File: src/rtl/im_fetch_ctrl.sv
// Instruction-fetch sequencer: owns the PC, applies stalls and redirects,
// counts accepted fetches, and parks in FAULT on an illegal fetch target.
module im_fetch_ctrl #(
  parameter logic [31:0] PC_BASE  = 32'h0000_3000,
  parameter int          IM_WORDS = 4096,
  parameter int          CNT_W    = 32
) (
  input  logic             clk,
  input  logic             reset,
  input  logic             start,
  input  logic             stall,
  input  logic             redirect,
  input  logic [31:0]      redirect_pc,
  output logic [31:0]      pc,
  output logic [31:0]      pc_plus4,
  output logic             if_valid,
  output logic             fault,
  output logic [31:0]      fault_pc,
  output logic [CNT_W-1:0] fetch_cnt
);

  // First address past the end of instruction memory.
  localparam logic [31:0] PC_LIMIT = PC_BASE + 32'(4 * IM_WORDS);

  typedef enum logic [1:0] {
    IDLE  = 2'd0,
    RUN   = 2'd1,
    FAULT = 2'd2
  } state_t;

  state_t           state_r, state_n_s;
  logic [31:0]      pc_r, pc_n_s;
  logic [31:0]      fault_pc_r, fault_pc_n_s;
  logic [CNT_W-1:0] fetch_cnt_r, fetch_cnt_n_s;
  logic [31:0]      seq_pc_s;
  logic [31:0]      cand_s;

  // Word-aligned and inside [PC_BASE, PC_LIMIT), unsigned compares.
  function automatic logic is_legal(input logic [31:0] addr);
    return (addr[1:0] == 2'b00) && (addr >= PC_BASE) && (addr < PC_LIMIT);
  endfunction

  // Sequential successor and non-stall next-PC candidate.
  always_comb begin
    seq_pc_s = pc_r + 32'd4;
    if (redirect) begin
      cand_s = redirect_pc;
    end else begin
      cand_s = seq_pc_s;
    end
  end

  // Next-state, next-PC, fault capture and fetch counting.
  always_comb begin
    state_n_s     = state_r;
    pc_n_s        = pc_r;
    fault_pc_n_s  = fault_pc_r;
    fetch_cnt_n_s = fetch_cnt_r;
    case (state_r)
      IDLE: begin
        pc_n_s = PC_BASE;
        if (start) begin
          state_n_s = RUN;
        end else begin
          state_n_s = IDLE;
        end
      end
      RUN: begin
        if (stall) begin
          pc_n_s = pc_r;
        end else begin
          // The fetch presented this cycle is accepted even if the next
          // target turns out to be illegal.
          fetch_cnt_n_s = fetch_cnt_r + {{(CNT_W-1){1'b0}}, 1'b1};
          if (is_legal(cand_s)) begin
            pc_n_s = cand_s;
          end else begin
            fault_pc_n_s = cand_s;
            state_n_s    = FAULT;
          end
        end
      end
      FAULT: begin
        state_n_s = FAULT;
      end
      default: begin
        state_n_s = IDLE;
        pc_n_s    = PC_BASE;
      end
    endcase
  end

  // State registers with synchronous reset that overrides all inputs.
  always_ff @(posedge clk) begin
    if (reset) begin
      state_r     <= IDLE;
      pc_r        <= PC_BASE;
      fault_pc_r  <= 32'h0000_0000;
      fetch_cnt_r <= '0;
    end else begin
      state_r     <= state_n_s;
      pc_r        <= pc_n_s;
      fault_pc_r  <= fault_pc_n_s;
      fetch_cnt_r <= fetch_cnt_n_s;
    end
  end

  // Outputs decode directly from registered state.
  always_comb begin
    pc        = pc_r;
    pc_plus4  = seq_pc_s;
    if_valid  = (state_r == RUN);
    fault     = (state_r == FAULT);
    fault_pc  = fault_pc_r;
    fetch_cnt = fetch_cnt_r;
  end

endmodule

File: config.mk
export PLATFORM = sky130hd
export DESIGN_NAME = im_fetch_ctrl
export DESIGN_NICKNAME = d
export VERILOG_FILES = /design/src/rtl/im_fetch_ctrl.sv
export SDC_FILE = /design/constraint.sdc
export NUM_CORES = 1
export LEC_CHECK = 0
export CORE_MARGIN = 2
export CORE_UTILIZATION = 35
export DETAILED_ROUTE_END_ITERATION = 8
export GPL_TIMING_DRIVEN = 0
export SYNTH_ARGS = -nofsm -noshare
export SYNTH_HDL_FRONTEND = slang
export SYNTH_SLANG_ARGS = --single-unit
File: constraint.sdc
create_clock -name clk -period 7.7 [get_ports clk]
set_input_delay 1.54 -clock clk [delete_from_list [all_inputs] [get_ports clk]]
set_output_delay 1.54 -clock clk [all_outputs]
set_load 0.005 [all_outputs]
After elaboration in Yosys (flattened, before gate mapping)
Index checks and enable logic that the tools add are counted.
{"block": "word_totals", "ff_bits": 98, "input_bits": 37, "out_inout_bits": 130, "elab_cells": 32}
{"block": "classes", "addsub": 2, "order_cmp": 2, "eq_ne": 5, "mux": 8, "n_bitwise": 3, "reduce_logical": 8}
{"operator": "32-bit two-way mux", "n": 3}
{"operator": "32-bit case mux with 2 select lines", "n": 1}
{"operator": "32-bit by 1-bit adder with 32-bit output, second input constant", "n": 1}
{"operator": "32-bit by 3-bit adder with 32-bit output, second input constant", "n": 1}
{"operator": "32-bit by 14-bit greater-or-equal comparator with 1-bit output, second input constant", "n": 1}
{"operator": "32-bit by 15-bit < comparator with 1-bit output, second input constant", "n": 1}
{"operator": "2-bit case mux with 3 select lines", "n": 1}
{"operator": "3-bit AND reduction", "n": 2}
{"operator": "2-bit logical NOT", "n": 2}
{"operator": "2-bit two-way mux", "n": 2}
{"operator": "2-bit inequality test, second input constant", "n": 2}
{"operator": "2-bit AND reduction", "n": 2}
{"operator": "1-bit inverter", "n": 3}
{"operator": "2-bit by 1-bit equality test with 1-bit output, second input constant", "n": 1}
{"operator": "2-bit equality test, second input constant", "n": 1}
{"operator": "1-bit logical AND", "n": 2}
{"operator": "2-bit by 1-bit inequality test with 1-bit output, second input constant", "n": 1}
{"operator": "1-bit two-way mux", "n": 1}

Depth between registers and ports, before layout
Gate-level depths: netlist of run 1.
{"block": "depth", "word_depth": 8, "depth_mapped": 13}

Worst setup path after synthesis of run 1
Ideal clock, no wire load.
{"block": "synth_path", "path_kind": "in2reg", "startpoint": "in redirect", "endpoint": "reg fault_pc_r[14] (netlist: fault_pc[14])", "setup_ns": 0.121, "arrival_ns": 3.888, "t_required_ns": 7.579, "slack_ns": 3.690, "stages": 11, "path_buffers": 4, "cell_sequence": "clkbuf_1 -> inv_2 -> nor2_1 -> nor4b_1 -> o211ai_1 -> or4_1 -> buf_2 -> o21a_1 -> buf_6 -> buf_6 -> mux2_4"}
{"block": "synth_between", "elab_chain_len": 6}
{"item": "start, declared", "line": "12", "source": "input logic redirect,"}
{"item": "32-bit two-way mux *", "line": "46", "source": "if (redirect) begin"}
{"item": "32-bit by 14-bit greater-or-equal comparator with 1-bit output / 2-bit logical NOT (equally long branches)", "line": "40", "source": "return (addr[1:0] == 2'b00) && (addr >= PC_BASE) && (addr < PC_LIMIT);"}
{"item": "1-bit logical AND (2 in a row)", "line": "40"}
{"item": "1-bit inverter (no source line)"}
{"item": "3-bit AND reduction (no source line)"}
{"item": "end signal, assigned", "line": "103", "source": "fault_pc_r <= fault_pc_n_s;"}
{"item": "end, declared", "line": "33", "source": "logic [31:0] fault_pc_r, fault_pc_n_s;"}
Mark *: on every way between the ends. The rest lies on a longest branch, timed or not.
A chain may end at the register's enable or synchronous reset.

Final worst setup path of run 1
{"block": "layout_path", "startpoint": "in redirect", "endpoint": "reg pc_r[25] (netlist: pc[25])"}
{"block": "layout_between", "elab_chain_len": 6}
{"item": "32-bit two-way mux *", "line": "46"}
{"item": "32-bit by 14-bit greater-or-equal comparator with 1-bit output / 2-bit logical NOT (equally long branches)", "line": "40"}
{"item": "1-bit logical AND (2 in a row)", "line": "40"}
{"item": "2-bit by 1-bit inequality test with 1-bit output (no source line)"}
{"item": "3-bit AND reduction (no source line)"}
{"item": "end signal, assigned", "line": "102", "source": "pc_r <= pc_n_s;"}
{"item": "end, declared", "line": "32", "source": "logic [31:0] pc_r, pc_n_s;"}
Mark *: on every way between the ends. The rest lies on a longest branch, timed or not. The select of a mux whose other input is x is not followed.

==> results of run 1 <==
## layout make-up
cell class | instances | share of cell area (%)
repair buffers | 166 | 21.6
clock buffers | 10 | 2.97
inverters | 13 | 0.634
clock inverters | 6 | 0.942
multi-input cells | 510 | 41.9
flip-flops and latches | 98 | 25.5
plain buffers | 51 | 3.04
well taps | 211 | 3.43
## worst paths after layout
| kind | from | end | slack, ns | cells past startpoint |
|---|---|---|---|---|
| worst max-delay path | redirect | pc[25] | 1.89 | 11 |
| worst max register to register | pc[2] | pc[25] | 3.11 | 12 |
| worst min-delay path | fault_pc[30] | fault_pc[30] | 0.46 | 2 |
| worst min register to register | fault_pc[30] | fault_pc[30] | 0.46 | 2 |
## kinds of logic (layout without fill, tap and decap cells)
group / count (synthesis) / count (layout)
multiplexers: 42 / 42
AND/OR/NAND/NOR: 313 / 313
XOR/XNOR: 55 / 55
buffers and inverters: 64 / 246
flip-flops: 98 / 98
AO/OA/AOI/OAI: 95 / 95
adder cells (fa/ha/maj): 5 / 5
## cells in the final DEF (no fill, tap or decap), types with 4 or more instances in the layout
cell,n
sky130_fd_sc_hd__ha_1,5
sky130_fd_sc_hd__or4_1,4
sky130_fd_sc_hd__nand2_1,83
sky130_fd_sc_hd__clkbuf_1,34
sky130_fd_sc_hd__mux2_4,4
sky130_fd_sc_hd__mux2_2,4
sky130_fd_sc_hd__buf_1,5
sky130_fd_sc_hd__xor2_1,34
sky130_fd_sc_hd__nor4_1,15
sky130_fd_sc_hd__inv_1,12
sky130_fd_sc_hd__nand4_1,18
sky130_fd_sc_hd__and3_1,6
sky130_fd_sc_hd__nor2_1,68
sky130_fd_sc_hd__xnor2_1,21
sky130_fd_sc_hd__nor3_1,16
sky130_fd_sc_hd__o31a_1,5
sky130_fd_sc_hd__nand3_1,45
sky130_fd_sc_hd__nor2b_1,10
sky130_fd_sc_hd__dfxtp_1,98
sky130_fd_sc_hd__nand2b_1,23
sky130_fd_sc_hd__clkdlybuf4s50_1,166
sky130_fd_sc_hd__a21oi_1,26
sky130_fd_sc_hd__or2_2,6
sky130_fd_sc_hd__o211ai_1,16
sky130_fd_sc_hd__o21ai_0,7
sky130_fd_sc_hd__o211a_1,5
sky130_fd_sc_hd__clkbuf_16,9
sky130_fd_sc_hd__mux2i_1,34
sky130_fd_sc_hd__o221ai_1,11
sky130_fd_sc_hd__buf_2,7
sky130_fd_sc_hd__or3_1,6
## worst max-delay path, cell delays in order
cell and delay, ns:
sky130_fd_sc_hd__clkdlybuf4s50_1 0.64, sky130_fd_sc_hd__clkbuf_1 0.59, sky130_fd_sc_hd__inv_2 0.24, sky130_fd_sc_hd__nor2_1 0.40
sky130_fd_sc_hd__nor4b_1 0.76, sky130_fd_sc_hd__o21ai_0 0.20, sky130_fd_sc_hd__nor4_1 0.88, sky130_fd_sc_hd__a21o_1 0.22
sky130_fd_sc_hd__buf_2 0.22, sky130_fd_sc_hd__buf_2 0.25, sky130_fd_sc_hd__a21oi_1 0.09
## Yosys cell counts, types with 3 or more instances
master                     number  share of area [%]
sky130_fd_sc_hd__a21oi_1       26                2.4
sky130_fd_sc_hd__a311oi_1       3               0.48
sky130_fd_sc_hd__a31oi_1        3               0.34
sky130_fd_sc_hd__and3_1         6               0.69
sky130_fd_sc_hd__and4_1         3               0.48
sky130_fd_sc_hd__buf_1          5               0.34
sky130_fd_sc_hd__buf_2          7               0.64
sky130_fd_sc_hd__buf_4          3               0.41
sky130_fd_sc_hd__buf_6          3               0.62
sky130_fd_sc_hd__clkbuf_1      33                2.3
sky130_fd_sc_hd__dfxtp_1       98                 36
sky130_fd_sc_hd__ha_1           5                1.1
sky130_fd_sc_hd__inv_1         12               0.82
sky130_fd_sc_hd__mux2_2         4               0.82
sky130_fd_sc_hd__mux2_4         4                1.1
sky130_fd_sc_hd__mux2i_1       34                6.2
sky130_fd_sc_hd__nand2_1       83                5.7
sky130_fd_sc_hd__nand2b_1      23                2.6
sky130_fd_sc_hd__nand3_1       45                4.1
sky130_fd_sc_hd__nand4_1       18                2.1
sky130_fd_sc_hd__nor2_1        68                4.7
sky130_fd_sc_hd__nor2b_1       10                1.1
sky130_fd_sc_hd__nor3_1        16                1.5
sky130_fd_sc_hd__nor4_1        15                1.7
sky130_fd_sc_hd__o211a_1        5               0.91
sky130_fd_sc_hd__o211ai_1      16                2.2
sky130_fd_sc_hd__o21ai_0        7               0.64
sky130_fd_sc_hd__o221ai_1      11                1.8
sky130_fd_sc_hd__o311ai_0       3               0.48
sky130_fd_sc_hd__o31a_1         5               0.80
sky130_fd_sc_hd__o31ai_1        3               0.41
sky130_fd_sc_hd__or2_2          6               0.69
sky130_fd_sc_hd__or3_1          6               0.69
sky130_fd_sc_hd__or4_1          4               0.55
sky130_fd_sc_hd__xnor2_1       21                3.4
sky130_fd_sc_hd__xor2_1        34                5.4
## power by group through the flow
stage | sequential, W | clock, W | combinational [W]
after detailed placement | 0.000550 | 0 | 0.000247
after global routing | 0.000541 | 0.000501 | 0.000270
after CTS | 0.000539 | 0.000480 | 0.000248
after floorplan | 0.000549 | 0 | 0.000137
final | 0.000539 | 0.000470 | 0.000250
after global placement | 0.000549 | 0 | 0.000243
## flip-flops by register name, summed over array words and instances, names as in the netlist
name / flops
fault_pc: 32
fetch_cnt: 32
pc: 32
state_r: 2
## per-stage QoR
stage               utilization [%]  hold WS [ns]  instance area (um2)  total power [W]  instances
CTS                            50.5         0.469                 7700          0.00127       1065
global route                   50.5         0.485                 7700          0.00131       1065
global placement               48.5         0.445                 7400         0.000793       1049
finish                         50.5         0.462                 7700          0.00126       1065
floorplan                         -         0.451                 5470         0.000686        672
detailed placement             48.5         0.453                 7400         0.000797       1049
## metal layers
metal	up-vias	track usage, %
li1	2729	-
met1	2739	33.5
met2	225	36.4
met3	24	4.05
met4	0	8.25
met5	-	0
==> run_summary.xml, run 1 <==
<?xml version="1.0" encoding="UTF-8"?>
<metrics>
  <group name="outcome">
    <metric name="status" unit="">complete, no violations</metric>
  </group>
  <group name="setup_path">
    <metric name="worst_ep_required_time" unit="ns">7.92</metric>
    <metric name="worstSetupStartpointType" unit="">primary input</metric>
    <metric name="crit_type" unit="">in2reg</metric>
    <metric name="timing.critical_path.arrival" unit="ns">6.03</metric>
    <metric name="end_kind" unit="">flop</metric>
    <metric name="critPathMaxFanout" unit="">10</metric>
  </group>
  <group name="min_path">
    <metric name="hold_class" unit="">reg2reg</metric>
  </group>
  <group name="clocking">
    <metric name="htree_levels" unit="">3</metric>
    <metric name="post_cts_buffers" unit="">0</metric>
    <metric name="hold_buffers" unit="">0</metric>
    <metric name="clock_insertion_delay_worst_skew" unit="ns">0.35</metric>
    <metric name="cts.sink_count" unit="">98</metric>
    <metric name="tritoncts" unit="">done</metric>
    <metric name="clk_pin_slew" unit="ns">0.07</metric>
    <metric name="ctsLongestPathBuffers" unit="">2</metric>
    <metric name="cts_resized" unit="">0</metric>
    <metric name="clock_tree.root_cell" unit="">sky130_fd_sc_hd__clkbuf_16</metric>
    <metric name="numCtsBuffers" unit="">9</metric>
  </group>
  <group name="yosys">
    <metric name="synth.yosys.warnings" unit="">0</metric>
    <metric name="synth_compound_area_share" unit="%">12.5</metric>
    <metric name="synth_simple_gate_area_share" unit="%">28.4</metric>
    <metric name="synth_adder_area_share" unit="%">1.14</metric>
    <metric name="synth_top_family_by_area" unit="">simple AND/OR/NAND/NOR gates</metric>
    <metric name="post_synth_xor_area_fraction" unit="%">8.80</metric>
    <metric name="synth-seq-cells" unit="">98</metric>
    <metric name="async_reset_ff_share" unit="%">0</metric>
    <metric name="synthMuxAreaShare" unit="%">8.14</metric>
    <metric name="synth_nets" unit="">714</metric>
    <metric name="synth_edf_count" unit="">0</metric>
    <metric name="synth_ff_type" unit="">sky130_fd_sc_hd__dfxtp_1</metric>
    <metric name="syn_area" unit="um2">5470</metric>
    <metric name="netlist_instances" unit="">672</metric>
    <metric name="synth_seq_area_share" unit="%">35.8</metric>
    <metric name="yosys_cell_types" unit="">55</metric>
    <metric name="syn_avg_cell_area" unit="um2">8.14</metric>
  </group>
  <group name="placement">
    <metric name="place.detailed.hpwl" unit="mm">15.5</metric>
    <metric name="buffer_ports.inserted" unit="">166</metric>
    <metric name="finalWeightedCongestion" unit="">0.910</metric>
    <metric name="worst_case_setup_slack_after_placement" unit="ns">1.66</metric>
  </group>
  <group name="sta">
    <metric name="hold_violations" unit="">0</metric>
    <metric name="max_slew.worst_pin.slew" unit="ns">1.04</metric>
    <metric name="setup_slack" unit="ns">1.89</metric>
    <metric name="clock.fmax" unit="MHz">172</metric>
    <metric name="worst_slew_margin_relative_to_its_limit" unit="%">29.7</metric>
    <metric name="grt_setup_unrepaired" unit="">false</metric>
    <metric name="post-route-min-period" unit="ns">5.81</metric>
    <metric name="final_setup_violation_count" unit="">0</metric>
    <metric name="final_max_slew_viol_count" unit="">0</metric>
    <metric name="tns" unit="ns">0</metric>
    <metric name="final.period_utilization" unit="%">75.5</metric>
    <metric name="layout_skew" unit="ns">0.0108</metric>
  </group>
  <group name="die">
    <metric name="die_x" unit="um">129</metric>
    <metric name="ios" unit="">167</metric>
    <metric name="die_h" unit="um">129</metric>
    <metric name="fp.dieArea" unit="um2">16700</metric>
    <metric name="core_area" unit="um2">15300</metric>
    <metric name="rows" unit="">45</metric>
    <metric name="initial_core_util" unit="%">35.9</metric>
  </group>
  <group name="finish">
    <metric name="final_nets" unit="">891</metric>
    <metric name="layout_cell_share_with_drive_strength_beyond_1" unit="%">5.62</metric>
    <metric name="syn_to_final_growth" unit="%">40.7</metric>
    <metric name="area_of_combinational_cells_with_multiple_inputs" unit="um2">3230</metric>
    <metric name="n_fill_cell" unit="">1509</metric>
    <metric name="total_area_of_sequential_cells" unit="um2">1960</metric>
    <metric name="insertedDiodeCount" unit="">0</metric>
  </group>
  <group name="drt">
    <metric name="wl_met3" unit="mm">1.16</metric>
    <metric name="remaining_drc_errors" unit="">0</metric>
    <metric name="detail_route.first_pass.iterations" unit="">6</metric>
    <metric name="wl_per_cell" unit="um">18.7</metric>
    <metric name="drt_wl_total" unit="mm">19.9</metric>
    <metric name="detail-route-antenna-nets" unit="">0</metric>
    <metric name="post_drt_via_cell_ratio" unit="">5.37</metric>
    <metric name="highest-signal-layer" unit="">met4</metric>
    <metric name="num_vias" unit="">5717</metric>
    <metric name="drtIter0Drc" unit="">412</metric>
    <metric name="wl_met1" unit="mm">9.29</metric>
    <metric name="routed-wl-met2" unit="mm">9.06</metric>
  </group>
  <group name="power">
    <metric name="power.share.switching" unit="%">29.6</metric>
    <metric name="leakage_power" unit="nW">2.73</metric>
    <metric name="switching_power" unit="W">0.000372</metric>
    <metric name="powerDensity" unit="nW/um2">163</metric>
    <metric name="design_internal_power" unit="W">0.000887</metric>
    <metric name="combPwrFrac" unit="%">19.8</metric>
    <metric name="clock_power_share" unit="%">37.3</metric>
    <metric name="power.ir.vdd_worst" unit="V">0.000110</metric>
    <metric name="power_frac_seq" unit="%">42.8</metric>
  </group>
  <group name="grt">
    <metric name="via_count_of_the_first_global_routing_pass" unit="">5375</metric>
    <metric name="grt_antenna_before_repair" unit="">0</metric>
    <metric name="pin_count_of_the_biggest_net_entering_global_routing" unit="">18</metric>
    <metric name="track_usage" unit="%">23.6</metric>
    <metric name="grt_pass1_wl" unit="mm">30.5</metric>
    <metric name="gr-total-overflow" unit="">0</metric>
  </group>
  <group name="job">
    <metric name="max_cap_viol_count" unit="">0</metric>
  </group>
</metrics>
Power figures use the tool's default switching activity.
==> run 2, diff against run 1 <==
clock period = 5.8 ns   (was 7.7 ns; I/O delays follow)
==> results of run 2 <==
The final DEF is identical to that of run 1. Status: complete, no violations.
Main changes from that run: setup slack after placement 1.66 ns -> 0.140 ns; setup slack after layout 1.89 ns -> 0.369 ns; register-to-register setup slack 3.11 ns -> 1.21 ns; total power 0.00126 W -> 0.00167 W; worst IR drop on VDD 0.000110 V -> 0.000146 V
==> run 3, diff against run 2 <==
HOLD_SLACK_MARGIN = 0.15   (was default)
==> results of run 3 <==
The final DEF is identical to that of run 1. Status: complete, no violations.
Main changes from that run: setup slack after placement 1.66 ns -> 0.140 ns; setup slack after layout 1.89 ns -> 0.369 ns; register-to-register setup slack 3.11 ns -> 1.21 ns; total power 0.00126 W -> 0.00167 W; worst IR drop on VDD 0.000110 V -> 0.000146 V
